==> config.mk <==
export PLATFORM = sky130hd
export DESIGN_NAME = matrix_operand_loader
export DESIGN_NICKNAME = d
export VERILOG_FILES = /design/src/rtl/matrix_operand_loader.sv
export SDC_FILE = /design/constraint.sdc
export NUM_CORES = 1
export LEC_CHECK = 0
export CORE_MARGIN = 3
export CORE_UTILIZATION = 54
export DETAILED_ROUTE_END_ITERATION = 10
export PLACE_DENSITY = 0.85
export SLEW_MARGIN = 5
export SYNTH_ARGS = -nofsm -noshare
export SYNTH_HDL_FRONTEND = slang
export SYNTH_SLANG_ARGS = --single-unit
==> constraint.sdc <==
create_clock -name clk_i -period 2 [get_ports clk_i]
set_input_delay 0.6 -clock clk_i [delete_from_list [all_inputs] [get_ports clk_i]]
set_output_delay 0.6 -clock clk_i [all_outputs]
set_load 0.05 [all_outputs]
==> src/rtl/matrix_operand_loader.sv <==
// matrix_operand_loader
//   Serial-to-parallel operand feeder for matrix_multiplier. Accepts a
//   valid/ready stream carrying all of A (row-major) and then all of B
//   (row-major). Elements are collected in shadow registers. When a full
//   A/B pair has arrived it is copied to the output registers and valid_o
//   pulses for one cycle. The output registers are double buffered: the next
//   pair loads into the shadows while the issued pair stays stable.
//
//   Optional feature macro: MATRIX_LOADER_LAST_CHECK_EN
//     When defined, s_last_i is checked on every accepted beat and framing
//     errors set the sticky error_o flag. When undefined, s_last_i is ignored
//     and error_o is tied to 0.
//
// Ports
//   clk_i      in   rising-edge clock
//   reset_i    in   synchronous active-high reset
//   s_valid_i  in   stream element valid
//   s_ready_o  out  loader accepts an element (low only during reset)
//   s_data_i   in   stream element
//   s_last_i   in   marks the final B element (checked only with the macro)
//   valid_o    out  one-cycle issue pulse
//   a_o        out  A elements, index i*A_COLUMNS_B_ROWS+k
//   b_o        out  B elements, index k*B_COLUMNS+j
//   busy_o     out  a partial pair is held in the shadow registers
//   error_o    out  sticky framing error
module matrix_operand_loader #(
  parameter int unsigned DATA_WIDTH       = 8,
  parameter int unsigned A_ROWS           = 2,
  parameter int unsigned B_COLUMNS        = 2,
  parameter int unsigned A_COLUMNS_B_ROWS = 2
) (
  input  logic                  clk_i,
  input  logic                  reset_i,
  input  logic                  s_valid_i,
  output logic                  s_ready_o,
  input  logic [DATA_WIDTH-1:0] s_data_i,
  input  logic                  s_last_i,
  output logic                  valid_o,
  output logic [DATA_WIDTH-1:0] a_o [A_ROWS*A_COLUMNS_B_ROWS],
  output logic [DATA_WIDTH-1:0] b_o [A_COLUMNS_B_ROWS*B_COLUMNS],
  output logic                  busy_o,
  output logic                  error_o
);

  localparam int unsigned NA   = A_ROWS * A_COLUMNS_B_ROWS;
  localparam int unsigned NB   = A_COLUMNS_B_ROWS * B_COLUMNS;
  localparam int unsigned NMAX = (NA > NB) ? NA : NB;
  localparam int unsigned CW   = (NMAX > 1) ? $clog2(NMAX) : 1;

  typedef enum logic {
    LOAD_A,
    LOAD_B
  } state_t;

  state_t                state, state_next;
  logic [CW-1:0]         cnt, cnt_next;
  logic [DATA_WIDTH-1:0] shadow_a [NA];
  logic [DATA_WIDTH-1:0] shadow_b [NB];

  logic beat;
  logic last_a;
  logic last_b;
  logic final_beat;
  logic early_last;
  logic store;
  logic issue;

  assign beat       = s_valid_i && s_ready_o;
  assign last_a     = (cnt == CW'(NA - 1));
  assign last_b     = (cnt == CW'(NB - 1));
  assign final_beat = beat && (state == LOAD_B) && last_b;

`ifdef MATRIX_LOADER_LAST_CHECK_EN
  // A last marker anywhere but on the final B beat aborts the partial pair.
  assign early_last = beat && s_last_i && !final_beat;

  always_ff @(posedge clk_i) begin
    if (reset_i) begin
      error_o <= 1'b0;
    end else if (early_last || (final_beat && !s_last_i)) begin
      error_o <= 1'b1;
    end
  end
`else
  logic unused_last;
  assign unused_last = s_last_i;
  assign early_last  = 1'b0;
  assign error_o     = 1'b0;
`endif

  assign store  = beat && !early_last;
  assign issue  = final_beat && !early_last;
  assign busy_o = (state == LOAD_B) || (cnt != '0);

  always_ff @(posedge clk_i) begin
    if (reset_i) begin
      state <= LOAD_A;
      cnt   <= '0;
    end else begin
      state <= state_next;
      cnt   <= cnt_next;
    end
  end

  always_comb begin
    state_next = state;
    cnt_next   = cnt;
    if (early_last) begin
      state_next = LOAD_A;
      cnt_next   = '0;
    end else if (beat) begin
      unique case (state)
        LOAD_A: begin
          if (last_a) begin
            state_next = LOAD_B;
            cnt_next   = '0;
          end else begin
            cnt_next = cnt + 1'b1;
          end
        end
        LOAD_B: begin
          if (last_b) begin
            state_next = LOAD_A;
            cnt_next   = '0;
          end else begin
            cnt_next = cnt + 1'b1;
          end
        end
        default: begin
          state_next = LOAD_A;
          cnt_next   = '0;
        end
      endcase
    end
  end

  // Shadow writes use a compare per slot so the element count need not be a
  // power of two.
  always_ff @(posedge clk_i) begin
    if (reset_i) begin
      for (int unsigned i = 0; i < NA; i++) shadow_a[i] <= '0;
      for (int unsigned i = 0; i < NB; i++) shadow_b[i] <= '0;
    end else if (store) begin
      for (int unsigned i = 0; i < NA; i++) begin
        if ((state == LOAD_A) && (cnt == CW'(i))) shadow_a[i] <= s_data_i;
      end
      for (int unsigned i = 0; i < NB; i++) begin
        if ((state == LOAD_B) && (cnt == CW'(i))) shadow_b[i] <= s_data_i;
      end
    end
  end

  // The final B element bypasses its shadow slot so the pair issues on the
  // same edge that accepts it.
  always_ff @(posedge clk_i) begin
    if (reset_i) begin
      s_ready_o <= 1'b0;
      valid_o   <= 1'b0;
      for (int unsigned i = 0; i < NA; i++) a_o[i] <= '0;
      for (int unsigned i = 0; i < NB; i++) b_o[i] <= '0;
    end else begin
      s_ready_o <= 1'b1;
      valid_o   <= issue;
      if (issue) begin
        for (int unsigned i = 0; i < NA; i++) a_o[i] <= shadow_a[i];
        for (int unsigned i = 0; i < NB; i++) begin
          b_o[i] <= (i == NB - 1) ? s_data_i : shadow_b[i];
        end
      end
    end
  end

endmodule

==> summary.txt <==
Run
  – Max-cap viol count: 0

Routing
  – Met2 WL post-DR: around 5.5 mm
  – Vias/cell: a little over 5
  – Wire per inst: 16.3 um
  – Detail Route Antenna Nets: 0
  – TritonRoute pass-1 iters: 5
  – Met3 wire len: 782 um
  – Violation count after the first detailed-route iteration: roughly 230
  – Wl on met1: 4.69 mm
  – Max layer used: met4
  – Post-Route WL: between 10 and 15 mm
  – # DRC: 0
  – Via count: about 3,500

Clocking
  – CTS hold repair buffers: 0
  – Clock-pin slew on the worst setup and hold paths: roughly 0.060 ns
  – CTS Root Cell: clkbuf_8
  – Total CTS buffers: 17
  – Largest buffer count on any clock path: 2
  – CTS tree: built
  – CTS sink cnt: roughly 130
  – H-tree level count: 4
  – Clock Latency Late Sink: 0.52 ns

Finish
  – FILL cells: between 600 and 700
  – Share of cells above drive strength 1: between 20% and 30%
  – Final Cell Area: around 6700 um2
  – Area grow syn2layout: 26.6%
  – Ant. Diodes: 0
  – Nets: around 560

STA
  – Min Clock Period, post-route: just under 2 ns
  – Clock Skew: 0.0104 ns
  – Hold Violations, Final: 0
  – Max Transition Viols Final: 0
  – Finish-stage setup viols: 0
  – Share of the clock period used by the worst path: 97.7%
  – FMAX: 0.512 GHz

Floorplan
  – Die Ht: approximately 100 um
  – Initial Util: a little under three fifths
  – Die area: approximately 11,000 um2
  – I/O pins: 80
  – Placement Rows: 35
  – Core Region: 9370 um2
  – Horiz. Die Dim: 105 um

Worst setup path
  – Largest stage delay on the critical path: around 0.35 ns
  – Worst path bufs/invs: 2
  – Crit path kind: reg2out
  – CP Cell Sequence: inv_1 > ha_4 > nand2_2 > buf_12
  – Crit Path Max Fanout: 3
  – Required @ worst endpoint: between 1 and 1.5 ns
  – Crit. End Element: output port
  – Worst Setup Start Kind: flip-flop
  – Critical Path Slowest Stage Cell: dfxtp_2
  – CP top delay family: flip-flops
  – Arrival time worst endpoint: about 1.4 ns

Synthesis
  – Syn Inst Count: approximately 450
  – Post-synthesis register bit count: between 100 and 150
  – Part of the Yosys area used for sequential elements: 58.0%
  – Netlist cell types: 29
  – Post-Syn Area: 5280 um2
  – Syn Nets: 469
  – Synth warn: 0
  – Avg Inst Size Synth: ~12 um2

Pwr
  – Leakage: about 2.5 nW
  – Int Pwr: 4.63 mW
  – Sw power: 1.28 mW
  – Switching Share: between 20% and 30%
  – Reg power frac: a little under half
  – Worst VDD drop: around 540 uV
  – Comb power frac: roughly 5.3%
  – Power density over cell area: approximately 900 nW/um2
  – Clk network pwr share: approximately half
  – Design Power: roughly 5.9 mW

Placement
  – Placed inst area: between 6000 and 7000 um2
  – Hpwl dp: around 6.8 mm
  – PortBufs: 77
  – GP Congestion: a little over 0.8

Status
  – Outcome: completed

Global route
  – Pin count of the biggest net entering global routing: 122
  – Gr usage total: between 20% and 30%
  – Global-route wire length before repair: about 18 mm
  – Total gr overflow: 0
  – Number of global-route vias before repair: 3,550
  – Initial antenna violation count: 0

Min path
  – Hold WC Path Type: in2reg
-- cells in the mapped netlist, drive strengths merged --
master  number  area (um2)
clkbuf      14        52.6
o21ai        4        20.0
mux2i       64         641
and2         9        56.3
nand2b     129         807
dfxtp       69        1380
buf         19         153
a21oi        2        10.0
and4b        1        10.0
conb         1        3.75
a21bo        1        10.0
nand3b       2        15.0
nand4        1        6.26
a21boi       1        7.51
inv         11        41.3
nand4b       1        8.76
nand2        7        26.3
a311oi       1        8.76
edfxtp      56        1680
clkinv       1        3.75
nand3        2        10.0
ha           5        62.6
nor3        48         240
nor4bb       1        10.0
and4         1        8.76
o21a         1        7.51
-- state kept, by name, indices dropped and copies added, names as in the netlist --
register,flops
a_o,32
b_o,32
shadow_a,32
shadow_b,24
cnt,2
s_ready_o,1
state,1
valid_o,1
-- timing repair --
action / 4_1_cts / 5_1_grt
pin swaps: 1 / 0
gates resized for setup: 6 / 1
setup endpoints to repair: 1 / 1
buffers inserted: 0 / 1
-- per-stage QoR --
step | hold slack, ns | utilization [%] | setup WS [ns] | setup TNS [ns] | cells
after floorplan | 0.491 | - | -0.125 | -2.00 | 452
after global placement | 0.461 | 65.1 | -0.0943 | -1.98 | 648
after detailed placement | 0.462 | 65.1 | -0.110 | -4.37 | 648
after CTS | 0.431 | 71.2 | 0.00166 | 0 | 680
after global routing | 0.454 | 71.3 | -0.0162 | -0.0162 | 681
final | 0.459 | 71.3 | 0.0467 | 0 | 681
-- layer usage --
metal | vias to the layer above | GRT usage, %
met1 | 1658 | 27.2
met3 | 16 | 6.11
met2 | 129 | 33.7
met4 | 0 | 9.37
li1 | 1714 | -
met5 | - | 0
-- power by group through the flow --
stage / combinational, mW / clock [mW] / sequential (mW)
2_1_floorplan: 0.180 / 0 / 2.79
3_3_place_gp: 0.294 / 0 / 2.79
3_5_place_dp: 0.302 / 0 / 2.79
4_1_cts: 0.308 / 2.89 / 2.74
5_1_grt: 0.336 / 3.00 / 2.75
6_report: 0.312 / 2.85 / 2.74
-- area by class of cell --
class                           instances  area [um2]  share of cell area, %
Sequential cell                       125        3070                   45.9
Multi-Input combinational cell        282        1990                   29.7
Timing Repair Buffer                  101         866                   12.9
Clock buffer                           21         470                   7.04
Tap cell                              129         161                   2.41
Clock inverter                         11        88.8                   1.33
Inverter                               12        45.0                  0.674
-- cell families (layout without fill, tap and decap cells) --
| family | count (synthesis) | count (layout) | share of synthesized area [%] |
|---|---|---|---|
| adder cells (fa/ha/maj) | 5 | 5 | 1.18 |
| multiplexers | 64 | 64 | 12.1 |
| flip-flops | 125 | 125 | 58.0 |
| buffers and inverters | 45 | 145 | 4.74 |
| other | 1 | 1 | 0.0710 |
| AO/OA/AOI/OAI | 10 | 10 | 1.21 |
| AND/OR/NAND/NOR | 202 | 202 | 22.7 |
-- path summary, 6_finish.rpt --
path | cells past startpoint | from | to | slack, ns
setup / recovery | 4 | cnt[1] | busy_o | 0.05
setup reg to reg | 5 | cnt[0] | shadow_a[3][3] | 0.38
hold reg to reg | 2 | b_o[27] | b_o[27] | 0.47
hold / removal | 2 | reset_i | s_ready_o | 0.46
-- cell usage in the layout, fill, tap and decap left out, types with 3 or more instances in the layout --
cell	n
clkbuf_8	3
buf_12	7
inv_1	10
buf_4	84
nand2_1	6
o21ai_0	4
mux2i_1	64
nand2b_1	129
clkinv_2	7
clkdlybuf4s50_1	9
dfxtp_1	67
clkbuf_16	17
edfxtp_1	56
nor3_1	48
ha_1	4
and2_1	9
-- worst register-to-register path: stages, from the launching register on --
cell and delay (ns):
dfxtp_4 0.37, ha_1 0.24, ha_1 0.21, and4b_1 0.20, buf_4 0.17, and2_1 0.18
No activity file was read; power rests on OpenSTA's default activity.
